$ cat src/rtl/nand_apb_regs.sv
// rtl/nand_apb_regs.sv - APB3 register file feeding the NAND sequencing FSM
module nand_apb_regs #(
  parameter int CMD_DEPTH  = 2,
  parameter int ADDR_DEPTH = 5,
  parameter int LEN_W      = 8
) (
  input  logic                    PCLK,
  input  logic                    PRESETN,
  input  logic                    PSEL,
  input  logic                    PENABLE,
  input  logic                    PWRITE,
  input  logic [7:0]              PADDR,
  input  logic [31:0]             PWDATA,
  output logic [31:0]             PRDATA,
  output logic                    PREADY,
  output logic                    PSLVERR,
  output logic [8*CMD_DEPTH-1:0]  C_Cmd,
  output logic [8*ADDR_DEPTH-1:0] C_Addr,
  output logic [LEN_W-1:0]        C_Length,
  output logic                    C_Start,
  input  logic                    C_Done,
  input  logic                    F_nRB
);

  localparam int CCW = $clog2(CMD_DEPTH + 1);
  localparam int ACW = $clog2(ADDR_DEPTH + 1);

  localparam logic [2:0] OFS_CMD    = 3'd0;
  localparam logic [2:0] OFS_ADDR   = 3'd1;
  localparam logic [2:0] OFS_LEN    = 3'd2;
  localparam logic [2:0] OFS_CTRL   = 3'd3;
  localparam logic [2:0] OFS_STATUS = 3'd4;

  typedef enum logic [0:0] {S_IDLE, S_BUSY} state_t;

  state_t           r_state;
  logic             r_start;
  logic             r_done;
  logic             r_err;
  logic [7:0]       r_cmd  [CMD_DEPTH];
  logic [7:0]       r_addr [ADDR_DEPTH];
  logic [CCW-1:0]   r_cmd_cnt;
  logic [ACW-1:0]   r_addr_cnt;
  logic [LEN_W-1:0] r_len;
  logic             r_rb_meta;
  logic             r_rb_sync;

  logic        w_acc;
  logic        w_wr;
  logic        w_rd;
  logic [2:0]  w_ofs;
  logic        w_busy;
  logic        w_cmd_full;
  logic        w_cmd_empty;
  logic        w_addr_full;
  logic        w_err_cond;
  logic        w_wr_err;
  logic        w_wr_ctrl;
  logic        w_cmd_push;
  logic        w_addr_push;
  logic        w_len_wr;
  logic        w_flush_ok;
  logic        w_start_ok;
  logic        w_clr;
  logic        w_done_ev;
  logic [31:0] w_status;
  logic        w_unused;

  assign w_acc       = PSEL & PENABLE;
  assign w_wr        = w_acc & PWRITE;
  assign w_rd        = w_acc & ~PWRITE;
  assign w_ofs       = PADDR[4:2];
  assign w_busy      = (r_state == S_BUSY);
  assign w_cmd_full  = (r_cmd_cnt == CCW'(CMD_DEPTH));
  assign w_cmd_empty = (r_cmd_cnt == '0);
  assign w_addr_full = (r_addr_cnt == ACW'(ADDR_DEPTH));
  assign w_unused    = ^{PADDR[7:5], PADDR[1:0], PWDATA[31:8]};

  // Error decode for the access in flight; reads only fault on unmapped offsets
  always_comb begin
    w_err_cond = 1'b0;
    case (w_ofs)
      OFS_CMD:    w_err_cond = PWRITE & (w_busy | w_cmd_full);
      OFS_ADDR:   w_err_cond = PWRITE & (w_busy | w_addr_full);
      OFS_LEN:    w_err_cond = PWRITE & w_busy;
      OFS_CTRL:   w_err_cond = PWRITE & ((w_busy & (PWDATA[0] | PWDATA[1])) |
                                         (PWDATA[0] & (w_cmd_empty | PWDATA[1])));
      OFS_STATUS: w_err_cond = PWRITE;
      default:    w_err_cond = 1'b1;
    endcase
  end

  assign PSLVERR     = w_acc & w_err_cond;
  assign PREADY      = 1'b1;
  assign w_wr_err    = w_wr & w_err_cond;
  assign w_wr_ctrl   = w_wr & (w_ofs == OFS_CTRL);
  assign w_cmd_push  = w_wr & (w_ofs == OFS_CMD)  & ~w_err_cond;
  assign w_addr_push = w_wr & (w_ofs == OFS_ADDR) & ~w_err_cond;
  assign w_len_wr    = w_wr & (w_ofs == OFS_LEN)  & ~w_err_cond;
  // FLUSH still applies when paired with START; that pairing only raises err
  assign w_flush_ok  = w_wr_ctrl & PWDATA[1] & ~w_busy;
  assign w_start_ok  = w_wr_ctrl & PWDATA[0] & ~w_err_cond;
  assign w_clr       = w_wr_ctrl & PWDATA[2];
  assign w_done_ev   = w_busy & C_Done;

  // Start/busy FSM with registered start pulse and sticky done/err flags
  always_ff @(posedge PCLK or negedge PRESETN) begin
    if (!PRESETN) begin
      r_state <= S_IDLE;
      r_start <= 1'b0;
      r_done  <= 1'b0;
      r_err   <= 1'b0;
    end else begin
      r_start <= 1'b0;
      case (r_state)
        S_IDLE: begin
          if (w_start_ok) begin
            r_state <= S_BUSY;
            r_start <= 1'b1;
          end
        end
        S_BUSY: begin
          if (C_Done) r_state <= S_IDLE;
        end
        default: r_state <= S_IDLE;
      endcase
      // CLR acts first; a completion or a faulting write on the same edge wins
      r_done <= w_done_ev | (r_done & ~w_clr);
      r_err  <= w_wr_err  | (r_err  & ~w_clr);
    end
  end

  // Fill-only command/address queues, emptied by FLUSH or by completion
  always_ff @(posedge PCLK or negedge PRESETN) begin
    if (!PRESETN) begin
      r_cmd_cnt  <= '0;
      r_addr_cnt <= '0;
      for (int i = 0; i < CMD_DEPTH; i++)  r_cmd[i]  <= 8'h00;
      for (int i = 0; i < ADDR_DEPTH; i++) r_addr[i] <= 8'h00;
    end else if (w_done_ev || w_flush_ok) begin
      r_cmd_cnt  <= '0;
      r_addr_cnt <= '0;
      for (int i = 0; i < CMD_DEPTH; i++)  r_cmd[i]  <= 8'h00;
      for (int i = 0; i < ADDR_DEPTH; i++) r_addr[i] <= 8'h00;
    end else begin
      if (w_cmd_push) begin
        for (int i = 0; i < CMD_DEPTH; i++)
          if (r_cmd_cnt == CCW'(i)) r_cmd[i] <= PWDATA[7:0];
        r_cmd_cnt <= r_cmd_cnt + CCW'(1);
      end
      if (w_addr_push) begin
        for (int i = 0; i < ADDR_DEPTH; i++)
          if (r_addr_cnt == ACW'(i)) r_addr[i] <= PWDATA[7:0];
        r_addr_cnt <= r_addr_cnt + ACW'(1);
      end
    end
  end

  // Transfer length; survives completion so software can reuse it
  always_ff @(posedge PCLK or negedge PRESETN) begin
    if (!PRESETN) r_len <= '0;
    else if (w_len_wr) r_len <= PWDATA[LEN_W-1:0];
  end

  // Two-flop synchroniser for the NAND ready/busy_n pin
  always_ff @(posedge PCLK or negedge PRESETN) begin
    if (!PRESETN) begin
      r_rb_meta <= 1'b1;
      r_rb_sync <= 1'b1;
    end else begin
      r_rb_meta <= F_nRB;
      r_rb_sync <= r_rb_meta;
    end
  end

  // Pack the queue slots toward the FSM, slot 0 in the low byte
  always_comb begin
    C_Cmd  = '0;
    C_Addr = '0;
    for (int i = 0; i < CMD_DEPTH; i++)  C_Cmd[8*i +: 8]  = r_cmd[i];
    for (int i = 0; i < ADDR_DEPTH; i++) C_Addr[8*i +: 8] = r_addr[i];
  end

  assign C_Length = r_len;
  assign C_Start  = r_start;

  // Status word assembly
  always_comb begin
    w_status       = '0;
    w_status[0]    = w_busy;
    w_status[1]    = r_done;
    w_status[2]    = r_err;
    w_status[3]    = r_rb_sync;
    w_status[5:4]  = 2'(r_cmd_cnt);
    w_status[10:8] = 3'(r_addr_cnt);
  end

  // Read data mux, driven only during a read access phase
  always_comb begin
    PRDATA = '0;
    if (w_rd) begin
      case (w_ofs)
        OFS_CMD:    PRDATA = 32'(r_cmd[0]);
        OFS_ADDR:   PRDATA = 32'(r_addr[0]);
        OFS_LEN:    PRDATA = 32'(r_len);
        OFS_STATUS: PRDATA = w_status;
        default:    PRDATA = '0;
      endcase
    end
  end

endmodule
$ cat config.mk
export PLATFORM = sky130hd
export DESIGN_NAME = nand_apb_regs
export DESIGN_NICKNAME = d
export VERILOG_FILES = /design/src/rtl/nand_apb_regs.sv
export SDC_FILE = /design/constraint.sdc
export NUM_CORES = 1
export LEC_CHECK = 0
export BUFFER_PORTS_ARGS = -buffer_cell sky130_fd_sc_hd__buf_2
export CAP_MARGIN = 40
export CELL_PAD_IN_SITES_DETAIL_PLACEMENT = 0
export CELL_PAD_IN_SITES_GLOBAL_PLACEMENT = 1
export CORE_UTILIZATION = 40
export CTS_CLUSTER_DIAMETER = 60
export DETAILED_ROUTE_END_ITERATION = 10
export GPL_TIMING_DRIVEN = 0
export HOLD_SLACK_MARGIN = 0.02
export PLACE_DENSITY_LB_ADDON = 0.25
export SLEW_MARGIN = 20
export SYNTH_ARGS = -nofsm -noshare
export SYNTH_HDL_FRONTEND = slang
export SYNTH_SLANG_ARGS = --single-unit
$ cat constraint.sdc
create_clock -name PCLK -period 4.2 [get_ports PCLK]
set_input_delay 0.84 -clock PCLK [delete_from_list [all_inputs] [get_ports PCLK]]
set_output_delay 0.84 -clock PCLK [all_outputs]
set_load 0.02 [all_outputs]
# After elaboration in Yosys (flattened, before gate mapping)
# Index checks and enable logic that the tools add are counted.
[totals]
ff_bits = 75
input_bits = 47
out_inout_bits = 99
wordCells = 108
[classes]
n_addsub = 2
n_eq_ne = 11
muxes = 22
n_bitwise = 37
reduce_logical = 20
[ops]
columns = ["operator", "count"]
rows = [
  ["40-bit two-way mux", 2],
  ["8-bit two-way mux", 7],
  ["11-bit case mux with 4 select lines", 1],
  ["16-bit two-way mux", 2],
  ["1-bit AND", 26],
  ["2-bit nonzero test", 9],
  ["2-bit AND reduction", 7],
  ["3-bit by 2-bit equality test with 1-bit output (second input constant)", 4],
  ["11-bit two-way mux", 1],
  ["3-bit equality test (second input constant)", 3],
  ["1-bit OR", 7],
  ["3-bit by 1-bit equality test with 1-bit output (second input constant)", 2],
  ["3-bit logical NOT", 2],
  ["3-bit two-way mux", 2],
  ["1-bit case mux with 5 select lines", 1],
  ["2-bit two-way mux", 2],
  ["1-bit NOT", 4],
  ["3-bit by 1-bit adder with 3-bit output (second input constant)", 1],
  ["1-bit two-way mux", 3],
  ["2-bit by 1-bit adder with 2-bit output (second input constant)", 1],
  ["2-bit by 1-bit equality test with 1-bit output (second input constant)", 1],
  ["2-bit equality test (second input constant)", 1],
  ["2-bit logical NOT", 1],
  ["1-bit case mux with 2 select lines", 1],
  ["1-bit logical OR", 1],
]

# Logic depth before layout (Yosys ltp)
[logic_depth]
depth_word = 10
ltp_mapped = 8
depth_no_buf = 6

# Worst setup path before layout
# Ideal clock, no wire load.
[synth_timing]
path_kind = "input to output"
startpoint = "input port PADDR[4]"
endpoint = "output port PRDATA[6]"
t_arrival_ns = 2.144
required_ns = 3.360
path_slack_ns = 1.216
path_stages = 5
path_buffers = 2
cell_sequence = "buf_6 > buf_2 > nor2_1 > o21ai_1 > nor3_1"
[synth_via]
elab_chain_cells = 3
[synth_lines]
columns = ["element", "line_no", "source"]
rows = [
  ["from (decl)", "12", "input logic [7:0] PADDR,"],
  ["3-bit equality test, or another cell as far along", "202", "case (w_ofs)"],
  ["11-bit case mux with 4 select lines (*)", "202", ""],
  ["11-bit two-way mux (*)", "201", "if (w_rd) begin"],
  ["to (decl)", "14", "output logic [31:0] PRDATA,"],
]
# Mark *: on every way between the ends. The rest lies on a longest branch, timed or not.

# Final worst setup path
[layout_timing]
startpoint = "input port PADDR[4]"
endpoint = "output port PRDATA[7]"
# The elaborated chain is that of the path after synthesis.

==> key figures <==
Run status
  – Outcome: completed

Flow run
  – Max Cap Viol: 0

Drt
  – DR iter-0 viols: 135
  – TritonRoute pass-1 iters: 4
  – Final ANT Viol Nets: 0
  – Routed Wire Length: 10.3 mm
  – Vias per inst: 4.95
  – WL/cell: 16.2 um
  – Via count: 3155
  – Drc violations: 0

Logic synthesis
  – Async set-or-reset flop fraction in the synthesized netlist: 100%
  – Area share of the largest cell type after synthesis: 47.1%
  – Mapped Area: 3880 um2
  – Synth Register Bits: 75
  – EDFF count, synth: 0
  – Main synth FF type: dfrtp_1
  – Synth area leaders: dfrtp_1 (47%), mux2i_1 (13%), buf_4 (4.6%)
  – Seq/Total Area, Yosys: 48.5%
  – Post-synthesis instance total: 385
  – Syn. warnings: 0
  – Post-synth top area cell: dfrtp_1
  – Mapped Avg Cell Area: 10.1 um2
  – Distinct cell type count after synthesis: 38

Clock tree
  – Num CTS Buffers: 9
  – Clk slew on worst S/H paths: 80 ps
  – Hold Buf Count CTS: 0
  – Clk root buf: clkbuf_8
  – CTS tree: yes
  – CTS max path bufs: 2
  – Clk sink count: 75
  – Cts repair resizes: 0
  – Buffer count from post-CTS setup fixing: 0
  – Htree depth: 3
  – Clk_lat worst skew: 350 ps

Floorplanning
  – Die Wd: 100 um
  – Core area: 9330 um2
  – Die area: 10100 um2
  – FP Rows: 35
  – Chip height: 100 um
  – Initial Util: 41.6%
  – Top-Level Pins: 146

Global routing
  – Vias in the first global route: 3102
  – Total gr overflow: 0
  – Initial antenna violation count: 0
  – GR Util All Layers: 21.6%
  – Pin count of the biggest net entering global routing: 44
  – First-pass GRT wire length: 16.3 mm

Worst setup path
  – Most used cell, CP: buf_2
  – Setup crit start kind: input pin
  – FF-to-FF setup slack: 2080 ps
  – Required @ worst endpoint: 3360 ps
  – Worst Reg-to-Reg Cells: 5
  – Arrival @ worst endpoint: 2410 ps
  – Ordered cell list for the critical path: buf_6 > buf_2 > nor2_1 > o21ai_1 > nor3_1 > buf_2
  – Max Fanout on Critical Path: 10
  – Critical Path Max Stage Delay: 410 ps
  – Type of the worst setup path: in2out
  – Worst Setup End Kind: output port
  – Slowest-stage cell, CP: nor2_1

Worst hold path
  – Worst min path class: reg2reg
  – Hold Path Depth: 0

Finish
  – Filler Cells Inserted: 908
  – Fin area: 4830 um2
  – Antenna diodes: 0
  – Seq. cell area: 1880 um2
  – Nets: 559
  – Synthesis-to-finish area growth: 24.5%
  – Area occupied by multi-input gates: 1750 um2
  – Layout cells sized above 1: 30.5%

STA
  – Slew Limit Headroom: 43.1%
  – Fin crit share: 77.4%
  – Minimum clock period: 3250 ps
  – Worst Skew: 4.44 ps
  – Slew @ Worst Pin: 848 ps
  – RSZ-0062 raised after global routing: false
  – Setup Viol. Count Final: 0
  – Max-slew violation count: 0
  – Final Hold Fails: 0
  – Setup TNS Final: 0 ps
  – Fmax: 0.308 GHz

Placed design
  – Post-DP Area: 4570 um2
  – Port Buf Inserts: 86
  – Placed wire-length estimate: 7.36 mm
  – Gpl congestion: 0.804

Pwr
  – Peak supply drop: 0.000193 V
  – PwrDens: 416 nW/um2
  – Net Switching: 650 uW
  – Final Power: 2010 uW
  – Net Sw Frac: 32.4%
  – Internal power: 1360 uW
  – Flop pwr share: 43.2%
  – Clock Power Share: 34.4%
  – P_leak: 0.00264 uW
  – Comb pwr share: 22.4%
## synth_stat cells, drive strengths merged (8+ instances only)
master  number
buf         30
ha           8
dfrtp       73
nand3       26
inv          8
mux2         8
mux2i       49
nor2        49
nand2b       9
clkbuf      20
a21oi       27
nor2b        8
nand2       23
## placed cells by master (no fill, tap or decap), types with 2 or more instances in the layout
master / Yosys / routed
nor2_1: 41 / 41
nand4_1: 6 / 6
ha_1: 8 / 8
o22ai_1: 2 / 2
bufinv_16: 0 / 3
nand2_1: 23 / 23
clkbuf_8: 0 / 10
and3_1: 3 / 3
a22o_1: 2 / 2
nor3_1: 4 / 4
dfstp_2: 2 / 2
o2bb2ai_1: 6 / 6
clkinvlp_4: 0 / 2
nor2b_1: 8 / 8
nor4_4: 2 / 2
clkbuf_1: 20 / 20
inv_1: 8 / 8
inv_6: 0 / 2
conb_1: 2 / 22
mux2_2: 8 / 8
buf_4: 24 / 25
a21oi_1: 27 / 27
dfrtp_1: 73 / 73
and2_1: 4 / 4
mux2i_1: 49 / 49
buf_2: 5 / 90
nor2_2: 8 / 8
nand3_1: 26 / 26
nand2b_1: 9 / 9
o21ai_0: 3 / 3
## per-layer routing
metal  wire length, um  vias to the layer above  global-route usage [%]
met5                 0                        -                       0
met4                72                        0                    6.58
met2              4970                      110                    35.4
met1              4480                     1527                    28.7
met3               803                        7                    4.92
li1                  -                     1511                       -
## stage by stage
stage	util (%)	hold slack, ps	worst slack (ps)	std cells
after global placement	48.7	347	969	620
after global routing	51.8	362	746	638
after detailed placement	49.0	348	911	621
final	51.8	362	950	638
after CTS	51.6	356	906	637
after floorplan	-	345	1220	405
## kinds of logic after synthesis
group / Yosys count / synth area share (%)
buf+inv: 58 / 8.29
flops: 75 / 48.5
fa+ha+maj: 8 / 2.58
mux: 57 / 15.0
compound gates: 45 / 6.94
xor+xnor: 1 / 0.226
simple gates: 139 / 18.4
other cells: 2 / 0.194
## flip-flops by register name, summed over array words and instances, names as in the netlist
| signal | count |
|---|---|
| r_addr_cnt | 3 |
| r_err | 1 |
| r_rb_sync | 1 |
| r_cmd_cnt | 2 |
| r_done | 1 |
| r_state | 1 |
| C_Addr | 40 |
| C_Cmd | 16 |
| C_Start | 1 |
| C_Length | 8 |
| r_rb_meta | 1 |
## final cells by class
cell class,count,share of cell area (%)
Sequential cell,75,38.9
Multi-Input combinational cell,272,36.3
Timing Repair Buffer,88,9.67
Buffer,50,6.04
Tap cell,129,3.34
Clock buffer,9,2.57
Clock inverter,7,2.54
Inverter,8,0.622
## path summary, 6_finish.rpt
kind	from	to
setup reg to reg	r_state	C_Addr[13]
hold / removal	r_rb_meta	r_rb_sync
setup / recovery	PADDR[4]	PRDATA[7]
hold reg to reg	r_rb_meta	r_rb_sync
min in group asynchronous	PRESETN	C_Addr[2]
max in group asynchronous	PRESETN	r_rb_sync
## power by group through the flow
| stage | sequential [uW] | combinational, uW | clock, uW |
|---|---|---|---|
| floorplan | 950 | 218 | 0 |
| global placement | 878 | 443 | 0 |
| detailed placement | 882 | 451 | 0 |
| CTS | 868 | 453 | 701 |
| global route | 879 | 497 | 732 |
| finish | 868 | 450 | 691 |
## worst max-delay path: cells and delay by family
kind | cells | cell delay [ps]
AOI/OAI and AO/OA | 1 | 330
buffers and inverters | 3 | 520
and+or+nand+nor | 2 | 710
Power figures use the tool's default switching activity.
